<file path="config.mk">
export PLATFORM = sky130hd
export DESIGN_NAME = ip_sound_mixer
export DESIGN_NICKNAME = d
export VERILOG_FILES = /design/src/rtl/ip_sound_pkg.sv /design/src/rtl/ip_sound_mixer_sat.sv /design/src/rtl/ip_sound_mixer.sv
export SDC_FILE = /design/constraint.sdc
export NUM_CORES = 1
export LEC_CHECK = 0
export BUFFER_PORTS_ARGS = -buffer_cell sky130_fd_sc_hd__buf_2
export CORE_UTILIZATION = 40
export CTS_CLUSTER_SIZE = 10
export DETAILED_ROUTE_END_ITERATION = 12
export PLACE_DENSITY = 0.62
export SETUP_SLACK_MARGIN = 0.5
export SLEW_MARGIN = 40
export SYNTH_ARGS = -nofsm -noshare
export SYNTH_HDL_FRONTEND = slang
export SYNTH_SLANG_ARGS = --single-unit
</file>
<file path="constraint.sdc">
create_clock -name clk -period 6.4 [get_ports clk]
set_clock_uncertainty 0.15 [all_clocks]
set_input_delay 0.32 -clock clk [delete_from_list [all_inputs] [get_ports clk]]
set_output_delay 0.32 -clock clk [all_outputs]
set_load 0.05 [all_outputs]
</file>
<file path="src/rtl/ip_sound_pkg.sv">
// Shared definitions for the cartridge sound mixers.
//   SOUND_W          : width of the mixed level handed to ip_pwm
//   SAT_MAX/SAT_MIN  : saturation bounds of that level
//   CH_*             : MAC channel order (scc, opll, ssg, dcsg)
//   mix_state_t      : mixer sequencer states
//   snap_t           : per-sample snapshot of channel levels and volumes
package ip_sound_pkg;

  localparam int unsigned SOUND_W = 17;
  localparam int unsigned VOL_W   = 4;

  localparam logic signed [SOUND_W-1:0] SAT_MAX = 17'sd65535;
  localparam logic signed [SOUND_W-1:0] SAT_MIN = 17'sh10000;  // -65536

  localparam logic [1:0] CH_SCC  = 2'd0;
  localparam logic [1:0] CH_OPLL = 2'd1;
  localparam logic [1:0] CH_SSG  = 2'd2;
  localparam logic [1:0] CH_DCSG = 2'd3;

  typedef enum logic [1:0] {
    ST_IDLE = 2'd0,
    ST_MAC  = 2'd1,
    ST_OUT  = 2'd2
  } mix_state_t;

  typedef struct packed {
    logic signed [10:0] scc;
    logic signed [15:0] opll;
    logic        [7:0]  ssg;
    logic signed [13:0] dcsg;
    logic [VOL_W-1:0]   vol_scc;
    logic [VOL_W-1:0]   vol_opll;
    logic [VOL_W-1:0]   vol_ssg;
    logic [VOL_W-1:0]   vol_dcsg;
  } snap_t;

endpackage

</file>
<file path="src/rtl/ip_sound_mixer_sat.sv">
// ip_sound_sat: combinational gain shift and saturation of a mixer
// accumulator down to the SOUND_W-bit signed level used by ip_pwm.
//   acc   : signed accumulator, ACC_W bits
//   level : (acc >>> GAIN_SHIFT) clamped to [SAT_MIN, SAT_MAX]
module ip_sound_sat
  import ip_sound_pkg::*;
#(
  parameter int unsigned ACC_W      = 22,
  parameter int unsigned GAIN_SHIFT = 3
) (
  input  logic signed [ACC_W-1:0]   acc,
  output logic signed [SOUND_W-1:0] level
);

  localparam logic signed [ACC_W-1:0] MAX_EXT = ACC_W'(SAT_MAX);
  localparam logic signed [ACC_W-1:0] MIN_EXT = ACC_W'(SAT_MIN);

  logic signed [ACC_W-1:0] shifted;

  always_comb begin
    // Arithmetic shift floors toward minus infinity.
    shifted = acc >>> GAIN_SHIFT;
    if (shifted > MAX_EXT) begin
      level = SAT_MAX;
    end else if (shifted < MIN_EXT) begin
      level = SAT_MIN;
    end else begin
      level = shifted[SOUND_W-1:0];
    end
  end

endmodule

</file>
<file path="src/rtl/ip_sound_mixer.sv">
// ip_sound_mixer: sequential weighted mixer between the SCC/OPLL/SSG/DCSG
// generators and ip_pwm. On each accepted sample strobe the four levels and
// volumes are snapshotted, multiplied/accumulated one channel per clock, then
// shifted, saturated and presented as a 17-bit signed level.
//   clk, n_reset   : clock, synchronous active-low reset
//   sample_en      : one-clk strobe; ignored while a mix is in progress
//   scc_in/opll_in/dcsg_in : signed channel levels; ssg_in unsigned
//   vol_*          : 4-bit per-channel gain, 8 = unity
//   mute           : forces the result to 0 (sampled at the end of the mix)
//   sound_out      : mixed level, held between updates
//   sound_valid    : one-clk pulse when sound_out updates
//   busy           : high from strobe acceptance until sound_out updates
module ip_sound_mixer
  import ip_sound_pkg::*;
#(
  parameter int unsigned ACC_W      = 22,
  parameter int unsigned GAIN_SHIFT = 3
) (
  input  logic                      clk,
  input  logic                      n_reset,
  input  logic                      sample_en,
  input  logic signed [10:0]        scc_in,
  input  logic signed [15:0]        opll_in,
  input  logic        [7:0]         ssg_in,
  input  logic signed [13:0]        dcsg_in,
  input  logic        [3:0]         vol_scc,
  input  logic        [3:0]         vol_opll,
  input  logic        [3:0]         vol_ssg,
  input  logic        [3:0]         vol_dcsg,
  input  logic                      mute,
  output logic signed [SOUND_W-1:0] sound_out,
  output logic                      sound_valid,
  output logic                      busy
);

  mix_state_t               state;
  snap_t                    snap;
  logic [1:0]               idx;
  logic signed [ACC_W-1:0]  acc;
  logic signed [SOUND_W-1:0] hold;
  logic                     pend;

  logic signed [15:0]       norm;
  logic [VOL_W-1:0]         vol_sel;
  logic signed [20:0]       term;
  logic signed [SOUND_W-1:0] sat_level;

  // Normalise the selected channel to a 16-bit scale and apply its volume.
  always_comb begin
    norm    = '0;
    vol_sel = '0;
    case (idx)
      CH_SCC: begin
        norm    = {snap.scc, 5'b0};
        vol_sel = snap.vol_scc;
      end
      CH_OPLL: begin
        norm    = snap.opll;
        vol_sel = snap.vol_opll;
      end
      CH_SSG: begin
        norm    = {3'b0, snap.ssg, 5'b0};
        vol_sel = snap.vol_ssg;
      end
      default: begin
        norm    = {snap.dcsg, 2'b0};
        vol_sel = snap.vol_dcsg;
      end
    endcase
    term = 21'(norm) * 21'($signed({1'b0, vol_sel}));
  end

  ip_sound_sat #(
    .ACC_W      (ACC_W),
    .GAIN_SHIFT (GAIN_SHIFT)
  ) u_sat (
    .acc   (acc),
    .level (sat_level)
  );

  // The OUT state parks the result in hold; it is published one clock later
  // so the sequencer is already back in IDLE for a strobe 6 clocks after the
  // previous one. A new acceptance in that same clock re-asserts busy.
  always_ff @(posedge clk) begin
    if (!n_reset) begin
      state       <= ST_IDLE;
      snap        <= '0;
      idx         <= '0;
      acc         <= '0;
      hold        <= '0;
      pend        <= 1'b0;
      sound_out   <= '0;
      sound_valid <= 1'b0;
      busy        <= 1'b0;
    end else begin
      sound_valid <= 1'b0;
      if (pend) begin
        sound_out   <= hold;
        sound_valid <= 1'b1;
        pend        <= 1'b0;
        busy        <= 1'b0;
      end
      case (state)
        ST_IDLE: begin
          if (sample_en) begin
            snap  <= '{scc: scc_in, opll: opll_in, ssg: ssg_in, dcsg: dcsg_in,
                       vol_scc: vol_scc, vol_opll: vol_opll,
                       vol_ssg: vol_ssg, vol_dcsg: vol_dcsg};
            acc   <= '0;
            idx   <= '0;
            busy  <= 1'b1;
            state <= ST_MAC;
          end
        end
        ST_MAC: begin
          acc <= acc + ACC_W'(term);
          idx <= idx + 2'd1;
          if (idx == CH_DCSG) begin
            state <= ST_OUT;
          end
        end
        ST_OUT: begin
          hold  <= mute ? '0 : sat_level;
          pend  <= 1'b1;
          state <= ST_IDLE;
        end
        default: state <= ST_IDLE;
      endcase
    end
  end

endmodule

</file>
## Word level (Yosys, flattened, before mapping)

Cells that the tools add are included.
Widths: inputs -> output; s select.

| word-level totals | value |
|---|---|
| register bits | 128 |
| logic and storage cells | 51 |
| ROM bits | 0 |
| output and inout bits | 19 |
| memories kept | 0 |
| bits in latches | 0 |
| bits in writable memories | 0 |

| cells by class | value |
|---|---|
| bitwise gates (word level) | 0 |
| multipliers | 1 |
| magnitude comparators | 2 |
| add/sub/neg operators | 2 |
| mux-type cells | 17 |
| shift-type cells | 0 |
| div/mod/pow operators | 0 |
| reductions and logical operators | 6 |
| equal/unequal tests | 7 |

Operators by type and width:

| cell | number |
|---|---|
| $mux 17 | 3 |
| $pmux 16 s3 | 1 |
| $pmux 22 s2 | 1 |
| $add 22x21->22 | 1 |
| $mux 22 | 1 |
| $mul 16x5->21 | 1 |
| $gt 19x17->1 const B | 1 |
| $lt 19x17->1 const B | 1 |
| $pmux 4 s3 | 1 |
| $pmux 2 s2 | 2 |
| $eq 2x2->1 const B | 3 |
| $mux 2 | 3 |
| $reduce_and 2->1 | 3 |
| $mux 1 | 5 |
| $eq 2x1->1 const B | 2 |
| $logic_not 2->1 | 2 |
| $ne 2x2->1 const B | 2 |
| $add 2x1->2 const B | 1 |
| $reduce_bool 2->1 | 1 |

## Longest topological paths before layout

| logic depth | value |
|---|---|
| depth in word-level cells | 5 |
| mapped depth | 22 |
| depth with buffers taken out | 20 |

## Modules after synthesis

Synthesis repeated with hierarchy kept, for this count alone.

| second synthesis, totals | value |
|---|---|
| cell total of the unflattened synthesis | 1,001 |
| area total of the unflattened synthesis | 8,436.8 um^2 |

Modules (own cells, without submodules):

| module | cells each | area each (um^2) | times used |
|---|---|---|---|
| ip_sound_mixer | 944 | 8,034.0 | 1 |
| ip_sound_sat | 57 | 402.9 | 1 |

## Worst setup path after synthesis

OpenSTA, ideal clock, no wires.

| timing | value |
|---|---|
| path kind | reg2reg |
| start point | register idx[1] |
| end point | register acc[19] |
| stages on the path, launching flop included | 21 |
| path slack | 1.337 ns |
| arrival time | 4.796 ns |
| required time | 6.133 ns |
| setup time | 0.117 ns |
| path through | dfxtp_1 > inv_1 > ha_1 > clkbuf_1 > a22oi_1 > nand2_1 > mux2i_1 > nand2b_1 > inv_1 > fa_1 > fa_1 > inv_1 > fa_1 > inv_1 > ha_1 > a21oi_2 > nand2_1 > a221oi_2 > o21ai_1 > or3_1 > a32o_1 |

| between the ends | value |
|---|---|
| longest elaborated chain between the ends | 5 |
| elaborated cells between the ends (all ways) | 8 |

RTL lines:

| element | RTL line | RTL |
|---|---|---|
| from (decl) | ip_sound_mixer.sv:38 | `logic [1:0] idx;` |
| from (signal assigned) | ip_sound_mixer.sv:117 | `idx <= idx + 2'd1;` |
| $eq 2x2->1, or another cell as far along | ip_sound_mixer.sv:52 | `case (idx)` |
| $pmux 16 s3 or $pmux 4 s3 (tied branches) | ip_sound_mixer.sv:52 |  |
| $mul 16x5->21 (*) | ip_sound_mixer.sv:70 | `term = 21'(norm) * 21'($signed({1'b0, vol_sel}));` |
| $add 22x21->22 (*) | ip_sound_mixer.sv:116 | `acc <= acc + ACC_W'(term);` |
| $pmux 22 s2 (*) | ip_sound_mixer.sv:103 | `case (state)` |
| to (signal assigned) | ip_sound_mixer.sv:116 |  |
| to (decl) | ip_sound_mixer.sv:39 | `logic signed [ACC_W-1:0] acc;` |

Every way passes the cells marked *; elsewhere a longest branch is shown, timed or not.
A chain may end at the register's enable or synchronous reset.

## Worst setup path in the final report

| timing | value |
|---|---|
| start point | register idx[0] |
| end point | register acc[19] |

The elaborated chain is that of the path after synthesis.

==> impl_metrics.py <==
metrics = {
    "global_routing": {
        "grt-ovfl-total": 0,
        "grt_pass1_wl_microns": 32090,
        "grt_max_degree": 81,
        "antenna_found_initial": 0,
        "grt_usage_pct": 20.23,
        "grt_pass1_vias": 6642,
    },
    "drt": {
        "routed.top_layer": "met4",
        "wl_met1_microns": 9306,
        "wl_met2_microns": 8651,
        "drt_wl_total_microns": 19070,
        "drtAntennaViolNets": 0,
        "post_drt_wl_per_cell_microns": 13.86,
        "met3_wirelength_microns": 748,
        "drt_first_iter_violations": 374,
        "dr.pass1.iters": 8,
        "dr_total_vias": 6790,
        "viasPerCell": 4.935,
        "drc": 0,
    },
    "power": {
        "p_leak_nw": 4.336,
        "ir_drop_mv": 0.1922,
        "finalPower_w": 0.002087,
        "powerDensity_nw_per_um2": 215.5,
    },
    "clocking": {
        "htreeDepth": 4,
        "cts.path.max_buffers": 2,
        "clock_latency_ns": 0.42,
        "cts_root_buf": "clkbuf_16",
        "postCtsSetupRepairBufs": 0,
        "cts_tree": "built",
        "path_clk_slew_ns": 0.06,
        "cts_buffers": 17,
        "cts.sinks": 128,
    },
    "place": {
        "dp_hpwl_microns": 13990,
        "gp_congestion": 0.8740,
        "numPortBuffers": 87,
        "place_inst": 1297,
    },
    "critical_path": {
        "crit_type": "reg -> reg",
        "cp-end-kind": "register",
        "start_kind": "register",
        "ff2ff_setup_slack_ns": 0.73,
        "arrival_ns": 5.84,
        "critical_path_required_ns": 6.57,
        "cp_max_fo": 21,
    },
    "synth": {
        "synth_seq_cells": 128,
        "synth_edf_count": 0,
        "synth_area_per_cell_sq_um": 8.060,
        "yosys_warnings": 0,
        "syn_nets": 1156,
        "seq_area_frac_synth_pct": 32.31,
        "async_flop_share_pct": 0,
        "netlist_instances": 984,
        "synth_cell_types": 53,
        "syn_area_sq_um": 7931,
        "ys.flop_type": "dfxtp_1",
    },
    "job": {
        "max-cap-violations": 0,
    },
    "die": {
        "placementRows": 51,
        "start_util_pct": 40.75,
        "fp.dieW_microns": 142.8,
        "die_h_microns": 142.8,
        "ios": 88,
        "core_sq_um": 19460,
        "dieArea_sq_um": 20400,
    },
    "sta": {
        "period_needed_ns": 5.671,
        "finalCritPeriodShare_pct": 88.61,
        "rsz0062_at_grt": "true",
        "fin_tns_setup_ns": 0,
        "setup_violations": 0,
        "hold_violations": 0,
        "finalMaxSlewViolations": 0,
        "fin_hold_ws_ns": 0.01199,
        "tightest_slew_ns": 0.7923,
        "timing.fmax_mhz": 176.3,
        "slew_headroom_pct": 47.18,
    },
    "layout": {
        "fillers": 1923,
        "post-route-util_pct": 49.77,
        "drive_gt1_share_pct": 13.86,
        "num_antenna_cells": 0,
        "syn_to_final_growth_pct": 22.13,
        "instances_no_fill": 1376,
        "seq_area_sq_um": 2564,
        "fin_nets": 1270,
        "multi_input_area_sq_um": 4782,
    },
    "outcome": {
        "status": "finished clean",
    },
    "hold_path": {
        "hold_path.class": "in -> reg",
    },
}
==> cell families (layout without fill, tap and decap cells) <==
kind of cell               after synthesis  count (layout)  synth area share, %
xor gates and xnor gates                 8               8               0.8835
buffers and inverters                  160             287                7.604
and+or+nand+nor                        340             340                17.72
muxes                                   22              22                2.776
adders and majority gates              103             103                21.36
DFF                                    128             128                32.31
AOI/OAI and AO/OA                      223             223                17.35
==> path summary, 6_finish.rpt <==
check | from | to | depth (start not counted)
hold reg to reg | hold[0] | hold[0] | 2
setup reg to reg | idx[0] | acc[19] | 17
setup / recovery | idx[0] | acc[19] | 17
hold / removal | vol_ssg[1] | snap[5] | 3
==> Yosys cell counts (3+ instances only) <==
cell      instances  area, sq um
xnor2_1           8        70.07
a211oi_1          4        30.03
a21oi_2           3        26.28
nand2_1         196        735.7
nand3_1          19        95.09
a22oi_1           5        37.54
mux2i_1          22        220.2
a222oi_1          9        90.09
inv_1           107        401.6
o21bai_1          3        22.52
and3_1            5        31.28
fa_1             54         1081
ha_1             49        613.1
o21a_1            3        22.52
or3_1             5        31.28
dfxtp_1         128         2562
buf_1             8        30.03
o211ai_1          4        30.03
nor2_1           84        315.3
nand4_1           3        18.77
o21ai_0          44        220.2
nand2b_1          8        50.05
a21o_1            9        67.56
a21oi_1         116        580.6
a32o_1            4        40.04
nor3_1            6        30.03
clkbuf_1         41        153.9
o21ai_1           4        20.02
==> sequential cells by signal, indices dropped and copies added, names as in the netlist <==
register,cells
busy,1
acc,22
snap,65
idx,2
sound_valid,1
hold,17
state,2
pend,1
sound_out,17
==> layer usage <==
metal / up-vias / global-route usage [%]
met5: - / 0
met4: 0 / 7.074
met3: 27 / 4.058
met2: 155 / 32.92
met1: 3143 / 26.62
li1: 3465 / -
==> critical path: stages, from the launching register on <==
cell      delay, ns
dfxtp_1        0.41
ha_1           0.43
clkinv_1       0.26
buf_4          0.26
o21ai_0        0.56
nor2_1         0.13
fa_1           0.49
fa_1           0.49
inv_1          0.05
fa_1           0.53
inv_1          0.04
ha_1           0.41
nand4_1        0.22
inv_1          0.07
a221oi_2       0.36
o21ai_1        0.12
or3_1          0.31
a32o_1         0.25
==> timing repair <==
item / 4_1_cts / 5_1_grt
hold endpoints to repair: 45 / 1
resized for setup: 0 / 7
hold buffers: 45 / 1
setup endpoints to repair: 0 / 7
==> stage by stage <==
stage	area, sq um	worst slack (ns)
after floorplan	7931	1.337
after global routing	9687	0.4761
after detailed placement	8601	0.6916
after global placement	8600	0.8897
after CTS	9644	0.6840
final	9687	0.7292
==> final cells by class <==
type | instances | area share [%]
clock buffers | 17 | 4.392
clock inverters | 15 | 1.731
inverters | 109 | 4.237
multi-input cells | 696 | 49.37
flip-flops and latches | 128 | 26.47
well taps | 265 | 3.423
repair buffers | 146 | 10.38
==> layout by cell type, fill, tap and decap left out, types with 3 or more instances in the layout <==
master,synthesis,layout
nand2b_1,8,7
clkbuf_16,0,17
o21bai_1,3,3
nand4_1,3,3
inv_8,0,4
o21ai_0,44,41
a21oi_1,116,115
inv_6,0,5
a222oi_1,9,9
a22oi_1,5,5
o21ai_1,4,7
buf_2,2,87
nand2_1,196,195
nor2_1,84,84
xnor2_1,8,8
nor3_1,6,6
a21o_1,9,9
o21a_1,3,3
a21oi_2,3,4
o211ai_1,4,4
mux2i_1,22,22
a211oi_1,4,4
a32o_1,4,4
inv_1,107,107
and3_1,5,5
nand3_1,19,19
dlygate4sd3_1,0,46
buf_4,0,12
dfxtp_1,128,127
or3_1,5,5
fa_1,54,54
ha_1,49,47
==> power breakdown <==
part	total, W	switching, W	internal (W)	leakage (nW)
Sequential	0.000847	0.0000203	0.000827	1.04
Combinational	0.000269	0.000164	0.000105	3.01
Clock	0.000971	0.000416	0.000555	0.286
(Power assumes the default switching activity.)
